--- config.mk ---
export PLATFORM = sky130hd
export DESIGN_NAME = video_coord_gen
export DESIGN_NICKNAME = d
export VERILOG_FILES = /design/src/rtl/video_coord_gen.sv
export SDC_FILE = /design/constraint.sdc
export NUM_CORES = 1
export LEC_CHECK = 0
export ABC_CLOCK_PERIOD_IN_PS = 2100
export BUFFER_PORTS_ARGS = -buffer_cell sky130_fd_sc_hd__buf_2
export CAP_MARGIN = 30
export CORE_UTILIZATION = 25
export DETAILED_ROUTE_END_ITERATION = 12
export SLEW_MARGIN = 30
export SYNTH_ARGS = -nofsm -noshare
export SYNTH_HDL_FRONTEND = slang
export SYNTH_SLANG_ARGS = --single-unit
export TNS_END_PERCENT = 50
--- constraint.sdc ---
create_clock -name clock -period 2.1 [get_ports clock]
set_input_delay 0.525 -clock clock [delete_from_list [all_inputs] [get_ports clock]]
set_output_delay 0.525 -clock clock [all_outputs]
set_load 0.005 [all_outputs]
--- src/rtl/video_coord_gen.sv ---
// ---------------------------------------------------------------------------
// video_coord_gen
//
// Front end of the CNN video path. Turns the raw camera strobes
// (frame_valid / line_valid / pixel_valid) plus pixel data into a registered
// pixel stream tagged with screen coordinates.
//
// Whenever no valid pixel is present, the coordinate outputs carry an
// all-ones sentinel. This keeps downstream window logic from matching a
// stale position. Malformed frames (lines that are too long, or frames with
// too many lines) raise sticky overflow flags. These flags clear at the next
// frame start.
//
// Ports
//   clock, reset     : single clock, asynchronous active-high reset
//   frame_valid      : camera frame strobe (high for the whole frame)
//   line_valid       : camera line strobe (high during active pixels)
//   pixel_valid      : camera pixel qualifier
//   pixel_in         : camera pixel data
//   screen_x/_y      : coordinates of pixel_out, all-ones when not valid
//   pixel_out        : registered pixel, holds its value when not valid
//   out_valid        : pixel_out and coordinates are valid this cycle
//   frame_start      : one-cycle pulse together with pixel (0,0)
//   frame_done       : one-cycle pulse after frame_valid falls inside a frame
//   x_overflow       : sticky, a line carried more than SCREEN_W pixels
//   y_overflow       : sticky, a frame carried more than SCREEN_H lines
// ---------------------------------------------------------------------------
module video_coord_gen #(
  parameter int X_BITWIDTH     = 9,
  parameter int Y_BITWIDTH     = 8,
  parameter int PIXEL_BITWIDTH = 7,
  parameter int SCREEN_W       = 640,
  parameter int SCREEN_H       = 480
) (
  input  logic                    clock,
  input  logic                    reset,
  input  logic                    frame_valid,
  input  logic                    line_valid,
  input  logic                    pixel_valid,
  input  logic [PIXEL_BITWIDTH:0] pixel_in,
  output logic [X_BITWIDTH:0]     screen_x,
  output logic [Y_BITWIDTH:0]     screen_y,
  output logic [PIXEL_BITWIDTH:0] pixel_out,
  output logic                    out_valid,
  output logic                    frame_start,
  output logic                    frame_done,
  output logic                    x_overflow,
  output logic                    y_overflow
);

  localparam int XW = X_BITWIDTH + 1;
  localparam int YW = Y_BITWIDTH + 1;
  localparam int PW = PIXEL_BITWIDTH + 1;

  localparam logic [XW-1:0] X_LIMIT = XW'(SCREEN_W);
  localparam logic [YW-1:0] Y_LIMIT = YW'(SCREEN_H);

  typedef enum logic [1:0] {
    SYNC       = 2'd0,
    WAIT_FRAME = 2'd1,
    FRAME      = 2'd2,
    LINE       = 2'd3
  } state_t;

  state_t          state_q, state_d;
  logic [XW-1:0]   x_cnt_q, x_cnt_d;
  logic [YW-1:0]   y_cnt_q, y_cnt_d;
  logic            line_acc_q, line_acc_d;   // a pixel was accepted on this line
  logic            fv_q;                     // previous frame_valid, for edge detect

  logic [XW-1:0]   screen_x_q, screen_x_d;
  logic [YW-1:0]   screen_y_q, screen_y_d;
  logic [PW-1:0]   pixel_out_q, pixel_out_d;
  logic            out_valid_q, out_valid_d;
  logic            frame_start_q, frame_start_d;
  logic            frame_done_q, frame_done_d;
  logic            x_ovf_q, x_ovf_d;
  logic            y_ovf_q, y_ovf_d;

  logic            in_line_s;   // LINE this cycle, including the FRAME->LINE entry cycle
  logic            accept_s;

  // Next-state, counter and output computation
  always_comb begin
    state_d       = state_q;
    x_cnt_d       = x_cnt_q;
    y_cnt_d       = y_cnt_q;
    line_acc_d    = line_acc_q;
    x_ovf_d       = x_ovf_q;
    y_ovf_d       = y_ovf_q;
    frame_done_d  = 1'b0;
    in_line_s     = 1'b0;
    accept_s      = 1'b0;

    case (state_q)
      SYNC: begin
        // Wait for a gap, so a frame already in flight at reset is never used.
        if (!frame_valid) begin
          state_d = WAIT_FRAME;
        end else begin
          state_d = SYNC;
        end
      end
      WAIT_FRAME: begin
        if (frame_valid && !fv_q) begin
          state_d    = FRAME;
          x_cnt_d    = '0;
          y_cnt_d    = '0;
          line_acc_d = 1'b0;
          x_ovf_d    = 1'b0;
          y_ovf_d    = 1'b0;
        end else begin
          state_d = WAIT_FRAME;
        end
      end
      FRAME: begin
        if (!frame_valid) begin
          state_d      = WAIT_FRAME;
          frame_done_d = 1'b1;
          x_cnt_d      = '0;
          y_cnt_d      = '0;
        end else if (line_valid) begin
          state_d    = LINE;
          in_line_s  = 1'b1;
          line_acc_d = 1'b0;
          // A line beginning after the last legal line is dropped entirely.
          if (y_cnt_q == Y_LIMIT) begin
            y_ovf_d = 1'b1;
          end else begin
            y_ovf_d = y_ovf_q;
          end
        end else begin
          state_d = FRAME;
        end
      end
      LINE: begin
        // A frame end takes priority over a simultaneous line end.
        if (!frame_valid) begin
          state_d      = WAIT_FRAME;
          frame_done_d = 1'b1;
          x_cnt_d      = '0;
          y_cnt_d      = '0;
        end else if (!line_valid) begin
          state_d = FRAME;
          x_cnt_d = '0;
          if (line_acc_q && (y_cnt_q < Y_LIMIT)) begin
            y_cnt_d = y_cnt_q + YW'(1);
          end else begin
            y_cnt_d = y_cnt_q;
          end
        end else begin
          state_d   = LINE;
          in_line_s = 1'b1;
        end
      end
      default: begin
        state_d = SYNC;
      end
    endcase

    // Pixel acceptance. The y check also covers lines dropped for y overflow.
    if (in_line_s && pixel_valid && (y_cnt_q < Y_LIMIT)) begin
      if (x_cnt_q < X_LIMIT) begin
        accept_s   = 1'b1;
        x_cnt_d    = x_cnt_q + XW'(1);
        line_acc_d = 1'b1;
      end else begin
        x_ovf_d = 1'b1;
      end
    end else begin
      accept_s = 1'b0;
    end

    out_valid_d   = accept_s;
    frame_start_d = accept_s && (x_cnt_q == '0) && (y_cnt_q == '0);
    if (accept_s) begin
      screen_x_d  = x_cnt_q;
      screen_y_d  = y_cnt_q;
      pixel_out_d = pixel_in;
    end else begin
      screen_x_d  = '1;
      screen_y_d  = '1;
      pixel_out_d = pixel_out_q;
    end
  end

  // State, counters and registered outputs
  always_ff @(posedge clock or posedge reset) begin
    if (reset) begin
      state_q       <= SYNC;
      x_cnt_q       <= '0;
      y_cnt_q       <= '0;
      line_acc_q    <= 1'b0;
      fv_q          <= 1'b0;
      screen_x_q    <= '1;
      screen_y_q    <= '1;
      pixel_out_q   <= '0;
      out_valid_q   <= 1'b0;
      frame_start_q <= 1'b0;
      frame_done_q  <= 1'b0;
      x_ovf_q       <= 1'b0;
      y_ovf_q       <= 1'b0;
    end else begin
      state_q       <= state_d;
      x_cnt_q       <= x_cnt_d;
      y_cnt_q       <= y_cnt_d;
      line_acc_q    <= line_acc_d;
      fv_q          <= frame_valid;
      screen_x_q    <= screen_x_d;
      screen_y_q    <= screen_y_d;
      pixel_out_q   <= pixel_out_d;
      out_valid_q   <= out_valid_d;
      frame_start_q <= frame_start_d;
      frame_done_q  <= frame_done_d;
      x_ovf_q       <= x_ovf_d;
      y_ovf_q       <= y_ovf_d;
    end
  end

  assign screen_x    = screen_x_q;
  assign screen_y    = screen_y_q;
  assign pixel_out   = pixel_out_q;
  assign out_valid   = out_valid_q;
  assign frame_start = frame_start_q;
  assign frame_done  = frame_done_q;
  assign x_overflow  = x_ovf_q;
  assign y_overflow  = y_ovf_q;

endmodule

==> results of run 1 <==
[kinds of logic (layout without fill, tap and decap cells)]
logic type / count (synthesis) / after routing / share of synthesized area
buf+inv: 22 / 73 / 0.0448
mux: 1 / 1 / 0.00377
simple gates: 117 / 117 / 0.244
compound gates: 47 / 47 / 0.137
flops: 55 / 55 / 0.528
fa+ha+maj: 9 / 9 / 0.0425
[where the power goes]
| group | internal (mW) | switching (mW) |
|---|---|---|
| sequential | 1.16 | 0.0525 |
| combinational | 0.265 | 0.384 |
| clock | 0.248 | 0.386 |
| total | 1.68 | 0.823 |
[worst reg2reg max path: stages (launching register included)]
cell and delay (ns):
dfrtp_1 0.39, inv_1 0.08, ha_1 0.28, a211o_1 0.33, nor4_4 0.43, buf_4 0.20, nand2_1 0.04, o21ai_0 0.13
[final cells by class]
type / count / area (µm²)
clock inverters: 3 / 28.8
repair buffers: 55 / 328
inverters: 10 / 37.5
well taps: 136 / 170
clock buffers: 5 / 68.8
multi-input cells: 174 / 1130
flip-flops and latches: 55 / 1400
fillers: 1067 / 7160
[flip-flops by register name, summed over array words and instances (netlist names)]
name	cells
pixel_out	8
state_q	2
frame_start	1
x_cnt_q	10
line_acc_q	1
fv_q	1
frame_done	1
x_overflow	1
y_cnt_q	9
screen_x	10
y_overflow	1
screen_y	9
out_valid	1
[worst max-delay path by stage]
stage,slack (ns),start,cells after the start,end
floorplan,0.25,state_q[1]$_DFF_PP0_,6,x_cnt_q[2]$_DFF_PP0_
global placement,0.15,frame_valid,5,x_cnt_q[4]$_DFF_PP0_
detailed placement,0.13,frame_valid,5,x_cnt_q[2]$_DFF_PP0_
CTS,0.16,state_q[1]$_DFF_PP0_,5,x_cnt_q[2]$_DFF_PP0_
global route,0.04,state_q[1]$_DFF_PP0_,6,x_cnt_q[1]$_DFF_PP0_
finish,0.13,state_q[0]$_DFF_PP0_,7,y_cnt_q[2]$_DFFE_PP0P_
[what timing repair did]
item / CTS / global route
endpoints found under the setup margin: 0 / 1
resized for setup: 0 / 0
setup buffers: 0 / 1
hold endpoints to repair: 0 / 0
[cell usage after synthesis (all sizes together) (5+ instances only)]
| master | instances |
|---|---|
| dfstp | 19 |
| nor3 | 6 |
| buf | 8 |
| o21ai | 14 |
| dfrtp | 36 |
| nand2b | 16 |
| a211o | 5 |
| ha | 9 |
| nand3 | 9 |
| nand2 | 44 |
| inv | 10 |
| or3 | 5 |
| nor2 | 10 |
| and3 | 6 |
[stage by stage]
stage               power, mW  cell area (µm²)
floorplan                1.65             2650
global placement         1.87             3060
detailed placement       1.89             3060
CTS                      2.53             3160
global route             2.67             3170
finish                   2.50             3170
[cells in the final DEF (no fill, tap or decap), types with 3 or more instances in the layout]
| cell type | synthesis | final |
|---|---|---|
| nand2b_1 | 16 | 16 |
| nor3b_1 | 3 | 3 |
| o21ai_0 | 13 | 13 |
| nand4_1 | 3 | 3 |
| dfstp_2 | 19 | 19 |
| a211o_1 | 5 | 5 |
| o31ai_1 | 4 | 4 |
| dfrtp_1 | 36 | 36 |
| a221o_1 | 3 | 3 |
| clkbuf_8 | 1 | 5 |
| ha_1 | 9 | 9 |
| or3_1 | 5 | 5 |
| buf_2 | 5 | 44 |
| nand2_1 | 44 | 44 |
| and4_1 | 3 | 3 |
| nor3_1 | 6 | 6 |
| nor2_1 | 9 | 9 |
| buf_4 | 1 | 9 |
| inv_1 | 9 | 8 |
| and3_1 | 5 | 5 |
| nand3_1 | 8 | 8 |
[per-layer routing]
metal	track usage	vias up
met4	0.0302	0
met2	0.160	72
met5	0	-
li1	-	986
met1	0.166	1003
met3	0.0293	4
==> impl_metrics.json, run 1 <==
{
  "cts_buffer_depth": 2,
  "rr_worst_depth": 7,
  "dp_hpwl_mm": 3.98,
  "diodes": 0,
  "setup_ws_ns": 0.134,
  "wl_per_cell_um": 13.3,
  "io_pins": 45,
  "synth_edf_count": 0,
  "ys_ff_latch": 55,
  "cp_data_required_time_ns": 2.33,
  "dp_cells": 429,
  "cts_tree": "done",
  "yosysTopAreaCellShare": 0.340,
  "die_w_um": 105,
  "gp_congestion": 0.845,
  "utilization": 0.307,
  "netlist_area_um2": 2650,
  "path_cells": "inv_1 > ha_1 > a211o_1 > nor4_4 > buf_4 > nand2_1 > o21ai_0",
  "setup_viol": 0,
  "root_buffer": "clkbuf_8",
  "status": "finished, final reports clean",
  "hold_buffers": 0,
  "antenna_found_initial": 0,
  "wl_met2_mm": 2.48,
  "nets": 323,
  "finalMaxSlewViolations": 0,
  "viasPerCell": 4.71,
  "holdCritPathClass": "in -> async",
  "htreeDepth": 2,
  "p_per_area_nw_per_um2": 789,
  "rows": 37,
  "start_util": 0.257,
  "maxCapViolations": 0,
  "grt_pass1_vias": 1897,
  "rsz0062_at_grt": "false",
  "r2r_end": "y_cnt_q[2]$_DFFE_PP0P_",
  "relSlewSlack": 0.680,
  "maxUsedRoutingLayer": "met4",
  "worst_pin_slew_ns": 0.473,
  "fp.coreArea_um2": 10300,
  "drtPass1Iterations": 4,
  "numPortBuffers": 44,
  "power.leakage_nw": 1.42,
  "wl_mm": 5.83,
  "drt_iter0_drc": 121,
  "period_share": 0.936,
  "ant_nets": 0,
  "peakVddDrop_uv": 409,
  "slowest_stage": "nor4_4",
  "grt_pass1_wl_mm": 9.89,
  "async_flop_share": 1.00,
  "fin_setup_tns_ns": 0,
  "avgSynthCellArea_um2": 10.6,
  "ys_seq_area_frac": 0.528,
  "grt_usage": 0.112,
  "skew_ns": 0.0127,
  "cts.clk_slew.worst_paths_ns": 0.12,
  "stdcell_count": 438,
  "synth.distinct_cells": 53,
  "vias": 2065,
  "drc": 0,
  "wl_met3_um": 347,
  "cts_buffers": 5,
  "dp_slack_ns": 0.127,
  "max_freq_mhz": 509,
  "timing.rr.start": "state_q[0]$_DFF_PP0_",
  "post-route-min-period_ns": 1.97,
  "path_delay_family": "simple AND/OR/NAND/NOR gates",
  "dieArea_um2": 11000,
  "clock_sinks": 55,
  "drive_above_1_share": 0.321,
  "die_height_um": 105,
  "crit_type": "reg -> reg",
  "areaGrowthSynthToFinish_pct": 19.4,
  "worst_ep_arrival_time_ns": 2.20,
  "yosysWarnings": 0,
  "syn_inst": 251,
  "synth_fp_nets": 273,
  "cp-start-kind": "register",
  "synthTopCellsByArea": "dfrtp_1 (34%), dfstp_2 (19%), nand2_1 (6.2%), ha_1 (4.2%), nand2b_1 (3.8%)",
  "worst_hold_slack_ns": 0.240,
  "ys.flop_type": "dfrtp_1",
  "regToRegSetupSlack_ns": 0.13,
  "hold_viol": 0,
  "yosys.area.top_type": "dfrtp_1",
  "insertion_delay_ns": 0.31,
  "crit_fanout": 6,
  "critical-path-max-stage-delay_ns": 0.43,
  "crit_path_end_kind": "register",
  "grt_max_degree": 56,
  "crit_buf_inv": 2,
  "m1WireLength_mm": 2.95,
  "grt_overflow": 0
}
Note: power is estimated with default switching activity, not from simulation.
==> inputs of run 2 (changes only) <==
MAX_ROUTING_LAYER = met4   (was not set)
==> run 2 against run 1 <==
Final cell count did not move. Clock power barely moved. Via count fell by 1.0%. Wire length fell by 0.46%. Global-route usage rose by 0.31 points. Clock skew fell by 0.0012 ns. Non-clock buffer count did not move. Critical path depth did not move. Critical path type unchanged. Critical endpoint unchanged. Highest routed layer unchanged.
==> impl_metrics.json, run 2 (same netlist as run 1, synthesis figures left out) <==
{
  "max_freq_mhz": 512,
  "crit_path_end_kind": "register",
  "die_height_um": 105,
  "status": "finished, final reports clean",
  "diodes": 0,
  "cts_buffer_depth": 2,
  "setup_viol": 0,
  "fp.coreArea_um2": 10300,
  "htreeDepth": 2,
  "cts_tree": "done",
  "grt_pass1_wl_mm": 9.89,
  "finalMaxSlewViolations": 0,
  "worst_hold_slack_ns": 0.242,
  "numPortBuffers": 44,
  "nets": 323,
  "worst_pin_slew_ns": 0.405,
  "worst_ep_arrival_time_ns": 2.19,
  "gp_congestion": 0.859,
  "drive_above_1_share": 0.321,
  "viasPerCell": 4.67,
  "fin_setup_tns_ns": 0,
  "maxCapViolations": 0,
  "grt_usage": 0.115,
  "p_per_area_nw_per_um2": 789,
  "hold_buffers": 0,
  "holdCritPathClass": "in -> async",
  "peakVddDrop_uv": 409,
  "crit_type": "reg -> reg",
  "cp_data_required_time_ns": 2.33,
  "areaGrowthSynthToFinish_pct": 19.4,
  "root_buffer": "clkbuf_8",
  "antenna_found_initial": 0,
  "cts_buffers": 5,
  "clock_sinks": 55,
  "post_cts_resized": 0,
  "dieArea_um2": 11000,
  "io_pins": 45,
  "grt_pass1_vias": 1905,
  "insertion_delay_ns": 0.31,
  "post-route-min-period_ns": 1.95,
  "crit_fanout": 6,
  "skew_ns": 0.0115,
  "dp_cells": 429,
  "grt_overflow": 0,
  "hold_viol": 0,
  "finalPower_mw": 2.50,
  "period_share": 0.931,
  "wl_per_cell_um": 13.2,
  "relSlewSlack": 0.726,
  "rows": 37,
  "start_util": 0.257,
  "ant_nets": 0,
  "vias": 2044,
  "stdcell_count": 438,
  "rsz0062_at_grt": "false",
  "mostFrequentLayoutCells": "nand2_1 (44), buf_2 (44), dfrtp_1 (36)",
  "drt_iter0_drc": 115,
  "cp-start-kind": "register",
  "wl_mm": 5.80,
  "cts.clk_slew.worst_paths_ns": 0.11,
  "drc": 0,
  "power.leakage_nw": 1.42,
  "die_w_um": 105,
  "grt_max_degree": 56,
  "dp_hpwl_mm": 3.98,
  "drtPass1Iterations": 4
}
run 2: cell counts in the layout (fill, tap and decap cells not counted):
Identical to the previous run, type by type.
run 2: power by group:
group | switching [mW] | internal [mW]
clock | 0.385 | 0.248
combinational | 0.384 | 0.265
sequential | 0.0524 | 1.16
run 2: final cells by class:
class	count	area (µm²)
fillers	1067	7160
clock inverters	3	28.8
inverters	10	37.5
multi-input cells	174	1130
well taps	136	170
flip-flops and latches	55	1400
repair buffers	55	328
clock buffers	5	68.8
run 2: final timing paths:
path / start / end / slack (ns) / depth (start not counted)
setup reg to reg: state_q[0]$_DFF_PP0_ / y_cnt_q[2]$_DFFE_PP0P_ / 0.15 / 7
hold reg to reg: pixel_out[5]$_DFFE_PP0P_ / pixel_out[5]$_DFFE_PP0P_ / 0.49 / 2
max in group asynchronous: reset / screen_y[1]$_DFF_PP1_ / 1.55 / 3
min in group clock: pixel_in[3] / pixel_out[3]$_DFFE_PP0P_ / 0.40 / 3
hold / removal: reset / pixel_out[5]$_DFFE_PP0P_ / 0.24 / 3
setup / recovery: state_q[0]$_DFF_PP0_ / y_cnt_q[2]$_DFFE_PP0P_ / 0.15 / 7
run 2: through the flow:
stage | area, µm² | util | setup WS, ns
3_5_place_dp | 3060 | 0.297 | 0.127
4_1_cts | 3160 | 0.306 | 0.156
2_1_floorplan | 2650 | - | 0.248
3_3_place_gp | 3060 | 0.297 | 0.152
5_1_grt | 3170 | 0.307 | 0.0359
6_report | 3170 | 0.307 | 0.145
run 2: what timing repair did:
action                     CTS  global route
setup endpoints to repair    0             1
hold endpoints to repair     0             0
buffers inserted             0             1
run 2: worst max-delay path, cell delays in order, from the launching register on:
cell	delay, ns
dfrtp_1	0.39
inv_1	0.08
ha_1	0.28
a211o_1	0.33
nor4_4	0.42
buf_4	0.19
nand2_1	0.04
o21ai_0	0.13
run 2: metal layers:
| layer | up-vias | share of wire | global-route usage |
|---|---|---|---|
| met3 | 2 | 0.066 | 0.0274 |
| met4 | 0 | 0.0064 | 0.0302 |
| met5 | - | 0 | - |
| met2 | 70 | 0.43 | 0.160 |
| li1 | 985 | - | - |
| met1 | 987 | 0.49 | 0.166 |
